$ cat src/rtl/jt201d_pkg.sv
// Shared types, ASCII constants and hex conversion helpers for the JT201D
// command sequencer and its response serializer.
package jt201d_pkg;

    typedef enum logic [3:0] {
        S_IDLE,
        S_OP,
        S_SEP1,
        S_ADDR,
        S_SEP2,
        S_DATA,
        S_CLOSE,
        S_SPI_REQ,
        S_SPI_WAIT,
        S_TX
    } seq_state_t;

    typedef enum logic [1:0] {
        TX_IDLE,
        TX_OPEN,
        TX_DATA,
        TX_CLOSE
    } tx_state_t;

    localparam logic [7:0] CH_LBRACE = 8'h7B;
    localparam logic [7:0] CH_RBRACE = 8'h7D;
    localparam logic [7:0] CH_COLON  = 8'h3A;
    localparam logic [7:0] CH_WR     = 8'h61;
    localparam logic [7:0] CH_RD     = 8'h41;

    // Bit 4 flags a valid hex character, bits 3:0 carry its value.
    function automatic logic [4:0] hex2nib(input logic [7:0] ch);
        logic [4:0] res;
        if (ch >= 8'h30 && ch <= 8'h39) begin
            res = {1'b1, ch[3:0]};
        end else if ((ch >= 8'h41 && ch <= 8'h46) || (ch >= 8'h61 && ch <= 8'h66)) begin
            res = {1'b1, ch[3:0] + 4'd9};
        end else begin
            res = 5'b0_0000;
        end
        return res;
    endfunction

    function automatic logic [7:0] nib2hex(input logic [3:0] nib);
        return (nib < 4'd10) ? (8'h30 + {4'h0, nib}) : (8'h37 + {4'h0, nib});
    endfunction

endpackage

$ cat src/rtl/jt201d_rsp_tx.sv
// Serializes a read result as "{" + upper-case hex digits (MSB first) + "}"
// over a valid/ready byte handshake; pulses done after the closing brace.
module jt201d_rsp_tx
    import jt201d_pkg::*;
#(
    parameter  int DATA_DIGITS = 5,
    localparam int DATA_W      = 4 * DATA_DIGITS
) (
    input  logic              clk,
    input  logic              rst,
    input  logic              start,
    input  logic [DATA_W-1:0] rdata,
    input  logic              tx_ready,
    output logic [7:0]        tx_data,
    output logic              tx_valid,
    output logic              done
);

    localparam int CNT_W = $clog2(DATA_DIGITS + 1);

    tx_state_t         state_r, state_s;
    logic [DATA_W-1:0] shift_r, shift_s;
    logic [CNT_W-1:0]  cnt_r, cnt_s;
    logic [7:0]        data_r, data_s;
    logic              valid_r, valid_s;
    logic              done_r, done_s;

    // Next-state and next-byte selection; a byte advances only on handshake.
    always_comb begin
        state_s = state_r;
        shift_s = shift_r;
        cnt_s   = cnt_r;
        data_s  = data_r;
        valid_s = valid_r;
        done_s  = 1'b0;
        case (state_r)
            TX_IDLE: begin
                if (start) begin
                    state_s = TX_OPEN;
                    shift_s = rdata;
                    cnt_s   = '0;
                    data_s  = CH_LBRACE;
                    valid_s = 1'b1;
                end else begin
                    state_s = TX_IDLE;
                end
            end
            TX_OPEN: begin
                if (tx_ready) begin
                    state_s = TX_DATA;
                    data_s  = nib2hex(shift_r[DATA_W-1 -: 4]);
                    shift_s = shift_r << 4;
                end else begin
                    state_s = TX_OPEN;
                end
            end
            TX_DATA: begin
                if (tx_ready) begin
                    if (cnt_r == CNT_W'(DATA_DIGITS - 1)) begin
                        state_s = TX_CLOSE;
                        data_s  = CH_RBRACE;
                    end else begin
                        data_s  = nib2hex(shift_r[DATA_W-1 -: 4]);
                        shift_s = shift_r << 4;
                        cnt_s   = cnt_r + CNT_W'(1);
                    end
                end else begin
                    state_s = TX_DATA;
                end
            end
            TX_CLOSE: begin
                if (tx_ready) begin
                    state_s = TX_IDLE;
                    data_s  = 8'h00;
                    valid_s = 1'b0;
                    done_s  = 1'b1;
                end else begin
                    state_s = TX_CLOSE;
                end
            end
            default: begin
                state_s = TX_IDLE;
                data_s  = 8'h00;
                valid_s = 1'b0;
            end
        endcase
    end

    // State and output registers.
    always_ff @(posedge clk) begin
        if (rst) begin
            state_r <= TX_IDLE;
            shift_r <= '0;
            cnt_r   <= '0;
            data_r  <= 8'h00;
            valid_r <= 1'b0;
            done_r  <= 1'b0;
        end else begin
            state_r <= state_s;
            shift_r <= shift_s;
            cnt_r   <= cnt_s;
            data_r  <= data_s;
            valid_r <= valid_s;
            done_r  <= done_s;
        end
    end

    assign tx_data  = data_r;
    assign tx_valid = valid_r;
    assign done     = done_r;

endmodule

$ cat src/rtl/jt201d_cmd_sequencer.sv
// Parses "{a|A:AAA:DDDDD}" UART command frames, runs one SPI transaction per
// frame and hands read results to the response serializer.
module jt201d_cmd_sequencer
    import jt201d_pkg::*;
#(
    parameter  int ADDR_DIGITS  = 3,
    parameter  int DATA_DIGITS  = 5,
    parameter  int CHAR_TIMEOUT = 20000,
    parameter  int SPI_TIMEOUT  = 4096,
    localparam int ADDR_W       = 4 * ADDR_DIGITS,
    localparam int DATA_W       = 4 * DATA_DIGITS
) (
    input  logic              i_clk_sys,
    input  logic              i_rst,
    input  logic [7:0]        i_rx_data,
    input  logic              i_rx_valid,
    output logic [7:0]        o_tx_data,
    output logic              o_tx_valid,
    input  logic              i_tx_ready,
    output logic              o_spi_start,
    output logic              o_spi_rw,
    output logic [ADDR_W-1:0] o_spi_addr,
    output logic [DATA_W-1:0] o_spi_wdata,
    input  logic              i_spi_busy,
    input  logic              i_spi_done,
    input  logic [DATA_W-1:0] i_spi_rdata,
    output logic              o_parity,
    output logic              o_err,
    output logic              o_busy
);

    localparam int MAX_DIG = (ADDR_DIGITS > DATA_DIGITS) ? ADDR_DIGITS : DATA_DIGITS;
    localparam int DIG_W   = $clog2(MAX_DIG + 1);
    localparam int CT_W    = $clog2(CHAR_TIMEOUT + 2);
    localparam int ST_W    = $clog2(SPI_TIMEOUT + 1);

    seq_state_t        state_r, state_s;
    logic              rw_r, rw_s;
    logic [ADDR_W-1:0] addr_r, addr_s;
    logic [DATA_W-1:0] data_r, data_s;
    logic [DIG_W-1:0]  dig_r, dig_s;
    logic [CT_W-1:0]   ctmr_r, ctmr_s;
    logic [ST_W-1:0]   stmr_r, stmr_s;
    logic              start_r, start_s;
    logic              err_r, err_s;
    logic              parity_r, parity_s;
    logic              busy_r;
    logic              tx_start_s;
    logic              tx_done_s;
    logic              parse_s;
    logic [4:0]        hex_s;

    function automatic logic parity_of(input logic [DATA_W-1:0] d);
        return ^d;
    endfunction

    // Frame parser, character/SPI timers and SPI handshake sequencing.
    always_comb begin
        state_s    = state_r;
        rw_s       = rw_r;
        addr_s     = addr_r;
        data_s     = data_r;
        dig_s      = dig_r;
        stmr_s     = stmr_r;
        start_s    = 1'b0;
        err_s      = 1'b0;
        parity_s   = parity_r;
        tx_start_s = 1'b0;
        hex_s      = hex2nib(i_rx_data);
        parse_s    = (state_r inside {S_OP, S_SEP1, S_ADDR, S_SEP2, S_DATA, S_CLOSE});
        ctmr_s     = (parse_s && !i_rx_valid) ? ctmr_r + CT_W'(1) : '0;

        // A fresh '{' inside a frame restarts parsing; it outranks every other byte check.
        if (parse_s && i_rx_valid && i_rx_data == CH_LBRACE) begin
            err_s   = 1'b1;
            state_s = S_OP;
        end else if (parse_s && !i_rx_valid && ctmr_r > CT_W'(CHAR_TIMEOUT)) begin
            err_s   = 1'b1;
            ctmr_s  = '0;
            state_s = S_IDLE;
        end else begin
            case (state_r)
                S_IDLE: begin
                    if (i_rx_valid && i_rx_data == CH_LBRACE) state_s = S_OP;
                    else state_s = S_IDLE;
                end
                S_OP: begin
                    if (!i_rx_valid) begin
                        state_s = S_OP;
                    end else if (i_rx_data == CH_WR) begin
                        rw_s = 1'b0; state_s = S_SEP1;
                    end else if (i_rx_data == CH_RD) begin
                        rw_s = 1'b1; state_s = S_SEP1;
                    end else begin
                        err_s = 1'b1; state_s = S_IDLE;
                    end
                end
                S_SEP1, S_SEP2: begin
                    if (!i_rx_valid) begin
                        state_s = state_r;
                    end else if (i_rx_data == CH_COLON) begin
                        dig_s   = '0;
                        state_s = (state_r == S_SEP1) ? S_ADDR : S_DATA;
                    end else begin
                        err_s = 1'b1; state_s = S_IDLE;
                    end
                end
                S_ADDR: begin
                    if (!i_rx_valid) begin
                        state_s = S_ADDR;
                    end else if (!hex_s[4]) begin
                        err_s = 1'b1; state_s = S_IDLE;
                    end else begin
                        addr_s = {addr_r[ADDR_W-5:0], hex_s[3:0]};
                        if (dig_r == DIG_W'(ADDR_DIGITS - 1)) begin
                            dig_s = '0; state_s = S_SEP2;
                        end else begin
                            dig_s = dig_r + DIG_W'(1);
                        end
                    end
                end
                S_DATA: begin
                    if (!i_rx_valid) begin
                        state_s = S_DATA;
                    end else if (!hex_s[4]) begin
                        err_s = 1'b1; state_s = S_IDLE;
                    end else begin
                        data_s = {data_r[DATA_W-5:0], hex_s[3:0]};
                        if (dig_r == DIG_W'(DATA_DIGITS - 1)) begin
                            dig_s = '0; state_s = S_CLOSE;
                        end else begin
                            dig_s = dig_r + DIG_W'(1);
                        end
                    end
                end
                S_CLOSE: begin
                    if (!i_rx_valid) state_s = S_CLOSE;
                    else if (i_rx_data == CH_RBRACE) state_s = S_SPI_REQ;
                    else begin err_s = 1'b1; state_s = S_IDLE; end
                end
                S_SPI_REQ: begin
                    if (!i_spi_busy) begin
                        start_s = 1'b1; stmr_s = '0; state_s = S_SPI_WAIT;
                    end else begin
                        state_s = S_SPI_REQ;
                    end
                end
                // Done is tested before the timeout so a coincident strobe still completes.
                S_SPI_WAIT: begin
                    if (i_spi_done) begin
                        if (rw_r) begin
                            parity_s   = parity_of(i_spi_rdata);
                            tx_start_s = 1'b1;
                            state_s    = S_TX;
                        end else begin
                            state_s = S_IDLE;
                        end
                    end else if (stmr_r == ST_W'(SPI_TIMEOUT)) begin
                        err_s = 1'b1; state_s = S_IDLE;
                    end else begin
                        stmr_s = stmr_r + ST_W'(1);
                    end
                end
                S_TX: begin
                    if (tx_done_s) state_s = S_IDLE;
                    else state_s = S_TX;
                end
                default: begin
                    state_s = S_IDLE;
                end
            endcase
        end
    end

    // Sequencer state and registered outputs.
    always_ff @(posedge i_clk_sys) begin
        if (i_rst) begin
            state_r  <= S_IDLE;
            rw_r     <= 1'b0;
            addr_r   <= '0;
            data_r   <= '0;
            dig_r    <= '0;
            ctmr_r   <= '0;
            stmr_r   <= '0;
            start_r  <= 1'b0;
            err_r    <= 1'b0;
            parity_r <= 1'b0;
            busy_r   <= 1'b0;
        end else begin
            state_r  <= state_s;
            rw_r     <= rw_s;
            addr_r   <= addr_s;
            data_r   <= data_s;
            dig_r    <= dig_s;
            ctmr_r   <= ctmr_s;
            stmr_r   <= stmr_s;
            start_r  <= start_s;
            err_r    <= err_s;
            parity_r <= parity_s;
            busy_r   <= (state_s != S_IDLE);
        end
    end

    jt201d_rsp_tx #(
        .DATA_DIGITS(DATA_DIGITS)
    ) u_rsp_tx (
        .clk      (i_clk_sys),
        .rst      (i_rst),
        .start    (tx_start_s),
        .rdata    (i_spi_rdata),
        .tx_ready (i_tx_ready),
        .tx_data  (o_tx_data),
        .tx_valid (o_tx_valid),
        .done     (tx_done_s)
    );

    assign o_spi_start = start_r;
    assign o_spi_rw    = rw_r;
    assign o_spi_addr  = addr_r;
    assign o_spi_wdata = data_r;
    assign o_parity    = parity_r;
    assign o_err       = err_r;
    assign o_busy      = busy_r;

endmodule

$ cat config.mk
export PLATFORM = sky130hd
export DESIGN_NAME = jt201d_cmd_sequencer
export DESIGN_NICKNAME = d
export VERILOG_FILES = /design/src/rtl/jt201d_pkg.sv /design/src/rtl/jt201d_rsp_tx.sv /design/src/rtl/jt201d_cmd_sequencer.sv
export SDC_FILE = /design/constraint.sdc
export NUM_CORES = 1
export LEC_CHECK = 0
export CORE_ASPECT_RATIO = 0.5
export CORE_MARGIN = 2
export CORE_UTILIZATION = 53
export CTS_BUF_LIST = sky130_fd_sc_hd__clkbuf_8
export DETAILED_ROUTE_END_ITERATION = 16
export GPL_TIMING_DRIVEN = 0
export HOLD_SLACK_MARGIN = 0.12
export PLACE_DENSITY = 0.78
export SLEW_MARGIN = 20
export SYNTH_ARGS = -nofsm -noshare
export SYNTH_HDL_FRONTEND = slang
export SYNTH_SLANG_ARGS = --single-unit
export TNS_END_PERCENT = 50
$ cat constraint.sdc
create_clock -name i_clk_sys -period 3.6 [get_ports i_clk_sys]
set_input_delay 0.72 -clock i_clk_sys [delete_from_list [all_inputs] [get_ports i_clk_sys]]
set_output_delay 0.72 -clock i_clk_sys [all_outputs]
set_load 0.03 [all_outputs]
# Yosys cells after proc, flatten, opt, wreduce, memory -nomap -nowiden
# Cells that the tools add are included.
classes:
  n_reduce_logical: 35
  eq_ne: 36
  n_lt_le_gt_ge: 8
  n_addsub: 7
  muxes: 89
  n_bitwise: 4
op_table:
  columns: ["operator", "count"]
  rows:
  - ["$mux W20", 4]
  - ["$pmux W20 S3", 1]
  - ["$mux W4", 14]
  - ["$mux W8", 6]
  - ["$mux W15", 3]
  - ["$mux W3", 15]
  - ["$mux W13", 3]
  - ["$pmux W4 S9", 1]
  - ["$eq A8 B7 Y1 const B", 4]
  - ["$pmux W8 S4", 1]
  - ["$ne A2 B2 Y1 const B", 14]
  - ["$mux W1", 26]
  - ["$pmux W13 S2", 1]
  - ["$reduce_and A5 Y1", 5]
  - ["$reduce_xor A20 Y1", 1]
  - ["$eq A4 B3 Y1 const B", 4]
  - ["$ge A8 B7 Y1 const B", 2]
  - ["$le A8 B7 Y1 const B", 2]
  - ["$add A15 B1 Y15 const B", 1]
  - ["$gt A15 B15 Y1 const B", 1]
  - ["$add A6 B4 Y7 const A", 2]
  - ["$mux W2", 7]
  - ["$add A13 B1 Y13 const B", 1]
  - ["$eq A13 B13 Y1 const B", 1]
  - ["36 further kinds", 59]
word_totals:
  out_inout_bits: 46
  regBits: 107
  input_bits: 34

# Depth between registers and ports, before layout
# Gate-level depths: netlist of the first run.
logic_depth:
  word_depth: 11
  mapped_depth: 10
  mapped_depth_nobuf: 8

# Cells and area by module
# A second synthesis of the first run with hierarchy kept.
hier_totals:
  hier_cells: 660
  hier_area_um2: 5612.9
modules_own_cells:
  columns: ["module", "cells_each", "seq_area_each_um2", "area_per_inst_um2", "n_inst"]
  rows:
  - ["jt201d_cmd_sequencer", 460, 1441.4, 3743.6, 1]
  - ["jt201d_rsp_tx", 200, 680.7, 1869.3, 1]

# Worst setup path after synthesis of the first run
# Ideal clock, no wire load.
synth_path:
  path_type: "input-to-reg"
  from: "input i_rx_data[3]"
  to: "register dig_r[2]"
  n_path_buf: 0
  t_required_ns: 3.483
  t_arrival_ns: 2.330
  slack_ns: 1.153
  setup_ns: 0.117
  path_stages: 6
  path_cell_list: "or4b_4 > a311oi_2 > o21ai_2 > a2111oi_4 > o21ai_1 > a32o_1"
synth_via:
  elab_chain_cells: 7
synth_rtl:
  columns: ["element", "line_no", "rtl"]
  rows:
  - ["from (decl)", "jt201d_cmd_sequencer.sv:15", "input logic [7:0] i_rx_data,"]
  - ["$ge A8 B7 Y1 / $le A8 B7 Y1 (equally long branches)", "jt201d_pkg.sv:36", "end else if ((ch >= 8'h41 && ch <= 8'h46) || (ch >= 8'h61 && ch <= 8'h66)) begin"]
  - ["$logic_and A1 B1 Y1", "jt201d_pkg.sv:36", null]
  - ["$logic_or A1 B1 Y1", "jt201d_pkg.sv:36", null]
  - ["$mux W5", "jt201d_pkg.sv:36", null]
  - ["$mux W5", "jt201d_pkg.sv:34", "if (ch >= 8'h30 && ch <= 8'h39) begin"]
  - ["$ne A2 B2 Y1 (no source line)", null, null]
  - ["$reduce_and A9 Y1 (no source line) (*)", null, null]
  - ["to (signal assigned)", "jt201d_cmd_sequencer.sv:194", "dig_r <= dig_s;"]
  - ["to (decl)", "jt201d_cmd_sequencer.sv:41", "logic [DIG_W-1:0] dig_r, dig_s;"]
# Every way passes the cells marked *; elsewhere a longest branch is shown, timed or not.
# A chain may end at the register's enable or synchronous reset.

# Final worst setup path of the first run
layout_path:
  from: "input i_rx_data[1]"
  to: "register data_r[13] (netlist: o_spi_wdata[13])"
layout_via:
  elab_chain_cells: 6
layout_rtl:
  columns: ["element", "line_no", "rtl"]
  rows:
  - ["$ge A8 B7 Y1 / $le A8 B7 Y1 (equally long branches)", "jt201d_pkg.sv:36", null]
  - ["$logic_and A1 B1 Y1", "jt201d_pkg.sv:36", null]
  - ["$logic_or A1 B1 Y1", "jt201d_pkg.sv:36", null]
  - ["$mux W5", "jt201d_pkg.sv:36", null]
  - ["$mux W5", "jt201d_pkg.sv:34", null]
  - ["$reduce_and A5 Y1 (no source line) (*)", null, null]
  - ["to (signal assigned)", "jt201d_cmd_sequencer.sv:193", "data_r <= data_s;"]
  - ["to (decl)", "jt201d_cmd_sequencer.sv:40", "logic [DATA_W-1:0] data_r, data_s;"]
# Marks and branches as above.

==> results of run 1 <==
-- flip-flops by register name, summed over array words and instances (netlist names) --
register           count
u_rsp_tx.done          1
u_rsp_tx.tx_valid      1
state_r                4
dig_r                  3
o_busy                 1
u_rsp_tx.cnt_r         3
o_spi_rw               1
o_spi_wdata           20
o_spi_addr            12
o_parity               1
u_rsp_tx.state_r       2
o_err                  1
u_rsp_tx.tx_data       7
u_rsp_tx.shift_r      20
o_spi_start            1
stmr_r                13
ctmr_r                15
-- cell families after synthesis --
group | synth area share, %
xor+xnor | 7.40
other cells | 0.0680
buf+inv | 4.86
fa+ha+maj | 4.31
flops | 38.5
simple gates | 24.0
mux | 5.67
compound gates | 15.2
-- layer usage --
layer | vias up | part of all wire (%) | wire (um) | global-route usage, %
li1 | 2446 | - | - | -
met5 | - | 0 | 0 | 0
met4 | 0 | 1.2 | 145 | 5.81
met2 | 91 | 49 | 6030 | 38.8
met3 | 15 | 3.5 | 427 | 4.79
met1 | 2247 | 46 | 5730 | 27.7
-- metrics by stage --
step,hold WS [ns],setup slack [ns]
floorplan,0.437,1.15
global placement,0.446,0.242
detailed placement,0.454,0.168
CTS,0.468,0.561
global route,0.500,0.360
finish,0.465,0.569
-- final cells by class --
type                       instances  area, um^2  share of cell area (%)
multi-input combinational        489        3120                    47.0
clock buffer                      11         151                    2.28
tap                              140         175                    2.63
timing repair buffer              75         751                    11.3
clock inverter                     5        60.1                   0.903
buffer                            36         170                    2.56
inverter                          26        97.6                    1.47
sequential                       106        2120                    31.9
-- worst paths after layout --
kind	end	start	slack (ns)
setup / recovery	o_spi_wdata[13]	i_rx_data[1]	0.57
hold / removal	o_spi_wdata[17]	o_spi_wdata[17]	0.46
setup reg to reg	u_rsp_tx.tx_data[5]	state_r[3]	1.00
hold reg to reg	o_spi_wdata[17]	o_spi_wdata[17]	0.46
-- worst register-to-register path: cells and delay by family (launching register included) --
family	cells	cell delay [ns]
compound gates	2	0.39
flops	1	0.31
simple gates	4	1.58
buf+inv	1	0.19
-- power by group --
| group | internal (mW) | total (mW) | switching [mW] |
|---|---|---|---|
| combinational | 0.0813 | 0.160 | 0.0782 |
| sequential | 1.17 | 1.17 | 0.0000388 |
| clock | 0.364 | 0.770 | 0.406 |
| total | 1.62 | 2.10 | 0.485 |
-- cells in the final DEF (no fill, tap or decap), drive strengths merged, types with 4 or more instances in the layout --
cell type,netlist,final
and4b,4,4
o21ai,22,22
nor2b,10,10
nand2,65,65
xnor2,26,26
buf,14,14
a22oi,6,6
nor3,8,8
ha,19,19
dfxtp,106,106
a21oi,43,43
and2,5,5
nor4b,8,8
inv,26,29
nand4,10,10
nand3,24,24
a221oi,5,5
a211oi,26,26
mux2i,29,29
nand3b,6,6
clkdlybuf4s50,0,75
and3,10,10
nor2,91,91
clkbuf,22,33
nand2b,12,12
xor2,18,18
==> results.toml, run 1 <==
[status]
status = "finished, final reports clean"

[yosys]
yosys-top-cells-area = "dfxtp_1, nor2_1, mux2i_1"
synth_common_cells = "dfxtp_1, nor2_1, nand2_1, a21oi_1, mux2i_1"
synth_seq_area_share_pct = 38.5
synthFlopType = "dfxtp_1"
synth_cell_types = 63
synth_nets = 710
synth_warnings = 0
async_reset_ff_share_pct = 0
synth_cells = 657
syn_area_um2 = 5510
synth_top_area_share_pct = 38.5
syn_area_per_cell_um2 = 8.39
ys_ff_latch = 106
yosysMostFrequentCell = "dfxtp_1"
yosysTopAreaCell = "dfxtp_1"
synth_edf_count = 0

[floorplanning]
start_util_pct = 54.3
die_area_um2 = 11300
die_x_um = 148
pin_count = 80
rows = 26
placeableCoreArea_um2 = 10100
chipHeight_um = 76.1

[clock_tree]
root_buffer = "clkbuf_8"
cts_buffers = 9
insertion_delay_ns = 0.38
clk_pin_slew_ns = 0.10
cts_tree = "yes"
cts_setup_buffers = 0
clock-sinks = 106
cts_buffer_depth = 2
postCtsHoldBufs = 0
cts-resized-gates = 0
cts_max_level = 3

[routing]
antenna_left = 0
first_iter_violations = 399
totalWireLength_um = 12300
vias = 4799
drt_first_pass_iters = 5
wire_per_inst_um = 13.9
vias_per_cell = 5.40
drc = 0

[final_layout]
n_fill_cell = 897
design_area_um2 = 6650
finish.utilization_pct = 65.5
drive_above_1_share_pct = 5.88
diodes = 0
syn_to_final_growth_pct = 20.6
nets = 796
finalNonFillerCells = 888

[power]
vdd_drop_max_mv = 0.169
p_total_mw = 2.10
pwr_density_cell_nw_per_um2 = 316
p_leak_nw = 2.25

[global_routing]
grt_pass1_wl_um = 20500
antenna_found_initial = 0
grt.overflow.total = 0
gr-usage-all-layers_pct = 22.1
first_global_vias = 4442
grt_max_degree = 18

[timing]
finalSetupTns_ns = 0
tightestPinTransition_ns = 0.862
fin_crit_sh_pct = 84.2
max_freq_mhz = 330
final_max_slew_viol_count = 0
finalHoldViolations = 0
setup_viol = 0
post-route-min-period_ns = 3.03
relSlewSlack_pct = 41.7
skew_ns = 0.0168
rsz0062_at_grt = "false"

[worst_setup_path]
crit_buf_inv = 3
cp_top_family = "buffers and inverters"
critPathCaptureType = "register"
cp.required_ns = 3.91
cp_cell_sequence = "clkdlybuf4s50_1 > inv_1 > ha_1 > nor3b_1 > a311o_1 > nand2b_2 > nand2_1 > clkbuf_1 > nand2_1 > a21oi_1"
critical_path.max_fanout = 10
cp.depth = 10
slowest_delay_ns = 0.63
cp_common_cell = "nand2_1"
cp.arrival_ns = 3.34
cp-start-kind = "input pin"
worstRegToRegCells = 7
crit_type = "in -> reg"
crit_slowest_cell = "clkdlybuf4s50_1"

[hold_path]
worstHoldPathType = "reg -> reg"
whs_path_depth = 2

[placement]
portBuffers = 75
place_congestion = 0.853
post-dp-hpwl_um = 9260
dp.cells = 872
place_area_um2 = 6440

[flow_run]
maxCapViolCount = 0
(Power assumes the default switching activity.)
==> run 2: changes to the inputs <==
--- a/config.mk
+++ b/config.mk
@@ -7,12 +7,12 @@
 export LEC_CHECK = 0
 export CORE_ASPECT_RATIO = 0.5
 export CORE_MARGIN = 2
-export CORE_UTILIZATION = 53
+export CORE_UTILIZATION = 51
 export CTS_BUF_LIST = sky130_fd_sc_hd__clkbuf_8
 export DETAILED_ROUTE_END_ITERATION = 16
 export GPL_TIMING_DRIVEN = 0
 export HOLD_SLACK_MARGIN = 0.12
-export PLACE_DENSITY = 0.78
+export PLACE_DENSITY = 0.79
 export SLEW_MARGIN = 20
 export SYNTH_ARGS = -nofsm -noshare
 export SYNTH_HDL_FRONTEND = slang
==> constraint.sdc (replaced) <==
create_clock -name i_clk_sys -period 2.5 [get_ports i_clk_sys]
set_input_delay 0.5 -clock i_clk_sys [delete_from_list [all_inputs] [get_ports i_clk_sys]]
set_output_delay 0.5 -clock i_clk_sys [all_outputs]
set_load 0.03 [all_outputs]
==> run 2 against run 1 <==
Compared with the run above:
- count of clock-buffer cells in the layout decreased by 2
- largest power group unchanged
- critical endpoint is now dig_r[2]
- core utilization decreased by 0.28 points
- worst setup slack got worse by 0.44 ns
- via count increased by 0.90%
- non-clock buffer count increased by 4
- clock skew about the same
- flip-flop and latch count unchanged
- first-iteration DRC count decreased by 21%
- sequential share of layout area decreased by 0.57 points
==> results.toml, run 2 (same netlist as run 1, synthesis figures left out) <==
[placement]
portBuffers = 75
dp_slack_ns = -0.707
post-dp-hpwl_um = 9080
place_area_um2 = 6440
place_congestion = 0.887

[power]
p_total_mw = 3.02
p_leak_nw = 2.32
pwr_density_cell_nw_per_um2 = 447
vdd_drop_max_mv = 0.275

[worst_setup_path]
rr_endpoint = "ctmr_r[8]"
worstRegToRegCells = 9
cp.arrival_ns = 2.63
cp-start-kind = "input pin"
critPathCaptureType = "register"
cp.required_ns = 2.77
rrSetupSlack_ns = 0.15
r2r_start = "ctmr_r[0]"
critical_path.max_fanout = 9
startpoint = "i_rx_data[0]"
crit_type = "in -> reg"

[timing]
finalHoldViolations = 0
skew_ns = 0.0166
post-route-min-period_ns = 2.37
tightestPinTransition_ns = 0.788
fin_crit_sh_pct = 94.7
finalSetupTns_ns = 0
relSlewSlack_pct = 46.7
setup_viol = 0
final_max_slew_viol_count = 0
max_freq_mhz = 422
fin_ws_ns = 0.133

[clock_tree]
cts_buffers = 9
insertion_delay_ns = 0.38
root_buffer = "clkbuf_8"
clock-sinks = 106
cts_buffer_depth = 2
postCtsHoldBufs = 0
clk_pin_slew_ns = 0.11
cts_tree = "yes"
cts_max_level = 3

[routing]
wire_per_inst_um = 13.9
totalWireLength_um = 12400
vias = 4842
vias_per_cell = 5.43
first_iter_violations = 315
antenna_left = 0
drt_first_pass_iters = 5
drc = 0

[final_layout]
final_cell_mix = "dfxtp_1, nor2_1, clkdlybuf4s50_1, nand2_1, a21oi_1"
drive_above_1_share_pct = 7.85
nets = 800
diodes = 0
design_area_um2 = 6770
syn_to_final_growth_pct = 22.8
final_common_cell = "dfxtp_1"

[global_routing]
grt_max_degree = 20
gr-usage-met1_pct = 28.4
antenna_found_initial = 0
grt.overflow.total = 0
first_global_vias = 4447
gr-usage-all-layers_pct = 21.8
busiest_layer = "met2"
met2_usage_pct = 37.4
grt_use_met3_pct = 4.41
grt_pass1_wl_um = 20900

[hold_path]
hold-path-endpoint = "o_spi_wdata[17]"
min_from = "o_spi_wdata[17]"
worstHoldPathType = "reg -> reg"
whs_path_depth = 2

[floorplanning]
chipHeight_um = 77.5
pin_count = 80
die_area_um2 = 11700
rows = 26
placeableCoreArea_um2 = 10400
start_util_pct = 53.1
die_x_um = 151

[status]
status = "finished, final reports clean"

[flow_run]
maxCapViolCount = 0
run 2: worst max-delay path: stages:
cell	delay, ns
clkdlybuf4s15_1	0.34
inv_1	0.16
ha_1	0.23
nor3b_1	0.15
a311oi_2	0.36
o21ai_2	0.13
a2111oi_4	0.29
buf_4	0.19
o21ai_1	0.08
a32o_1	0.20
run 2: repair_timing:
item	CTS	global route
pin swaps	1	1
buffers inserted	1	3
resized for setup	10	15
endpoints found under the setup margin	47	67
run 2: worst max-delay path by stage:
stage                       to  slack, ns  cells after the start
4_1_cts          o_spi_addr[5]       0.02                      9
3_3_place_gp   o_spi_wdata[17]      -0.64                     10
3_5_place_dp   o_spi_wdata[11]      -0.71                     10
5_1_grt              ctmr_r[8]      -0.03                      9
6_report              dig_r[2]       0.13                     10
2_1_floorplan         dig_r[2]       0.27                      6
run 2: through the flow:
stage               hold slack [ns]  utilization, %  cells
detailed placement            0.450            62.1    872
CTS                           0.467            64.4    889
global route                  0.487            65.3    892
global placement              0.445            62.1    872
floorplan                     0.437               -    657
finish                        0.463            65.3    892
run 2: cell type report:
| type | instances | area [um^2] |
|---|---|---|
| buffer | 36 | 175 |
| clock buffer | 9 | 124 |
| clock inverter | 7 | 86.3 |
| fill | 899 | 3610 |
| inverter | 26 | 97.6 |
| multi-input combinational | 489 | 3210 |
| sequential | 106 | 2120 |
| tap | 140 | 175 |
| timing repair buffer | 79 | 786 |
run 2: routing by layer:
metal / vias to the layer above / share of wire, %
li1: 2467 / -
met1: 2265 / 46
met2: 95 / 48
met3: 15 / 4.0
met4: 0 / 1.1
met5: - / 0
run 2: power breakdown:
part           switching [mW]  internal (mW)
logic                   0.114          0.117
clock network           0.622          0.483
registers           0.0000682           1.69
total                   0.736           2.29
==> run 3: changes to the inputs <==
--- a/config.mk
+++ b/config.mk
@@ -5,8 +5,8 @@
 export SDC_FILE = /design/constraint.sdc
 export NUM_CORES = 1
 export LEC_CHECK = 0
+export CAP_MARGIN = 10
 export CORE_ASPECT_RATIO = 0.5
-export CORE_MARGIN = 2
 export CORE_UTILIZATION = 51
 export CTS_BUF_LIST = sky130_fd_sc_hd__clkbuf_8
 export DETAILED_ROUTE_END_ITERATION = 16
==> run 3 against run 2 <==
Compared with the run above:
- non-clock buffer count decreased by 1
- cell area decreased by 0.65%
- wire length increased by 0.89%
- first-iteration DRC count increased by 1.6%
- combinational power about the same
- worst hold slack got worse by 0.0037 ns
- die area decreased by 3.9%
- core utilization decreased by 0.22 points
- power decreased by 1.4%
- count of clock-buffer cells in the layout unchanged
- cell count decreased by 0.11%
- worst setup slack got worse by 0.082 ns
- critical endpoint is now o_spi_addr[10]
- largest cell class unchanged
==> results.toml, run 3 (same netlist as run 1, synthesis figures left out) <==
[routing]
wire_per_inst_um = 14.1
antenna_left = 0
first_iter_violations = 320
vias = 4837
totalWireLength_um = 12500
drt_first_pass_iters = 5
vias_per_cell = 5.43
drc = 0

[placement]
place_area_um2 = 6440
place_congestion = 0.864
dp_slack_ns = -0.664
portBuffers = 75
post-dp-hpwl_um = 9280

[timing]
post-route-min-period_ns = 2.45
setup_viol = 0
fin_ws_ns = 0.0504
final_max_slew_viol_count = 0
tightestPinTransition_ns = 0.744
finalHoldViolations = 0
fin_crit_sh_pct = 98.0
skew_ns = 0.00953
relSlewSlack_pct = 49.7
max_freq_mhz = 408

[power]
vdd_drop_max_mv = 0.335
p_leak_nw = 2.28
pwr_density_cell_nw_per_um2 = 443

[global_routing]
grt_pass1_wl_um = 20100
antenna_found_initial = 0
first_global_vias = 4330
grt_max_degree = 18
grt.overflow.total = 0
gr-usage-all-layers_pct = 22.6

[clock_tree]
cts_tree = "yes"
clock-sinks = 106
clk_pin_slew_ns = 0.10
cts_buffers = 9
cts_max_level = 3
cts_buffer_depth = 2
root_buffer = "clkbuf_8"
postCtsHoldBufs = 0
insertion_delay_ns = 0.38

[worst_setup_path]
slowest_delay_ns = 0.54
rrSetupSlack_ns = 0.19
critical_path.max_fanout = 10
critPathCaptureType = "register"
cp-start-kind = "input pin"
cp.required_ns = 2.76
worstRegToRegCells = 9
crit_slowest_cell = "or4b_4"
cp_cell_sequence = "clkdlybuf4s50_1 > or4b_4 > a311o_1 > nand2b_4 > and2_1 > buf_4 > buf_12 > mux2i_2 > nor2_1"
cp.arrival_ns = 2.71
crit_type = "in -> reg"

[floorplanning]
pin_count = 80
start_util_pct = 53.3
chipHeight_um = 75.5
placeableCoreArea_um2 = 10300
die_x_um = 149
rows = 26
die_area_um2 = 11300

[hold_path]
whs_path_depth = 2
worstHoldPathType = "reg -> reg"

[final_layout]
drive_above_1_share_pct = 7.46
syn_to_final_growth_pct = 22.0
diodes = 0
nets = 799
design_area_um2 = 6730
n_fill_cell = 895
final_cell_mix = "dfxtp_1, nor2_1, clkdlybuf4s50_1, nand2_1, a21oi_1"
final_common_cell = "dfxtp_1"
finish.utilization_pct = 65.0

[status]
status = "finished, final reports clean"

[flow_run]
maxCapViolCount = 0
[run 3: cell type report]
cell class	count	area, um^2	share of cell area [%]
plain buffers	36	180	2.68
flip-flops and latches	106	2120	31.5
multi-input cells	489	3180	47.3
clock inverters	7	70.1	1.04
well taps	140	175	2.60
inverters	26	97.6	1.45
clock buffers	9	124	1.84
repair buffers	78	776	11.5
[run 3: per-stage QoR]
stage | setup TNS [ns] | std cells | hold WS, ns | total power [mW]
detailed placement | -19.06 | 872 | 0.450 | 1.96
CTS | 0 | 889 | 0.463 | 3.01
floorplan | 0 | 657 | 0.437 | 1.86
global route | -0.0769 | 891 | 0.490 | 3.09
global placement | -17.85 | 872 | 0.445 | 1.95
finish | 0 | 891 | 0.459 | 2.98
[run 3: worst paths after layout]
path | start | end
min | o_spi_wdata[19] | o_spi_wdata[19]
max reg2reg | ctmr_r[0] | ctmr_r[13]
max | i_rx_data[4] | o_spi_addr[10]
min reg2reg | o_spi_wdata[19] | o_spi_wdata[19]
[run 3: where the power goes]
part           switching [mW]  internal, mW
Clock                   0.602         0.461
Combinational           0.114         0.118
Sequential          0.0000610          1.69
Total                   0.715          2.27
[run 3: per-layer routing]
layer	part of all wire [%]	global-route usage, %	vias to the layer above
met5	0	0	-
met4	1.2	6.80	0
met3	3.4	4.79	14
met2	48	40.8	90
met1	47	27.7	2278
li1	-	-	2455
[run 3: worst max-delay path: cells and delay by family]
kind,cells,cell delay (ns)
simple gates,4,0.86
compound gates,1,0.42
buf+inv,3,0.73
mux,1,0.20
[run 3: repair_timing]
item | CTS | global route
setup buffers | 1 | 2
setup endpoints to repair | 28 | 54
pin swaps | 1 | 1
resized for setup | 7 | 15
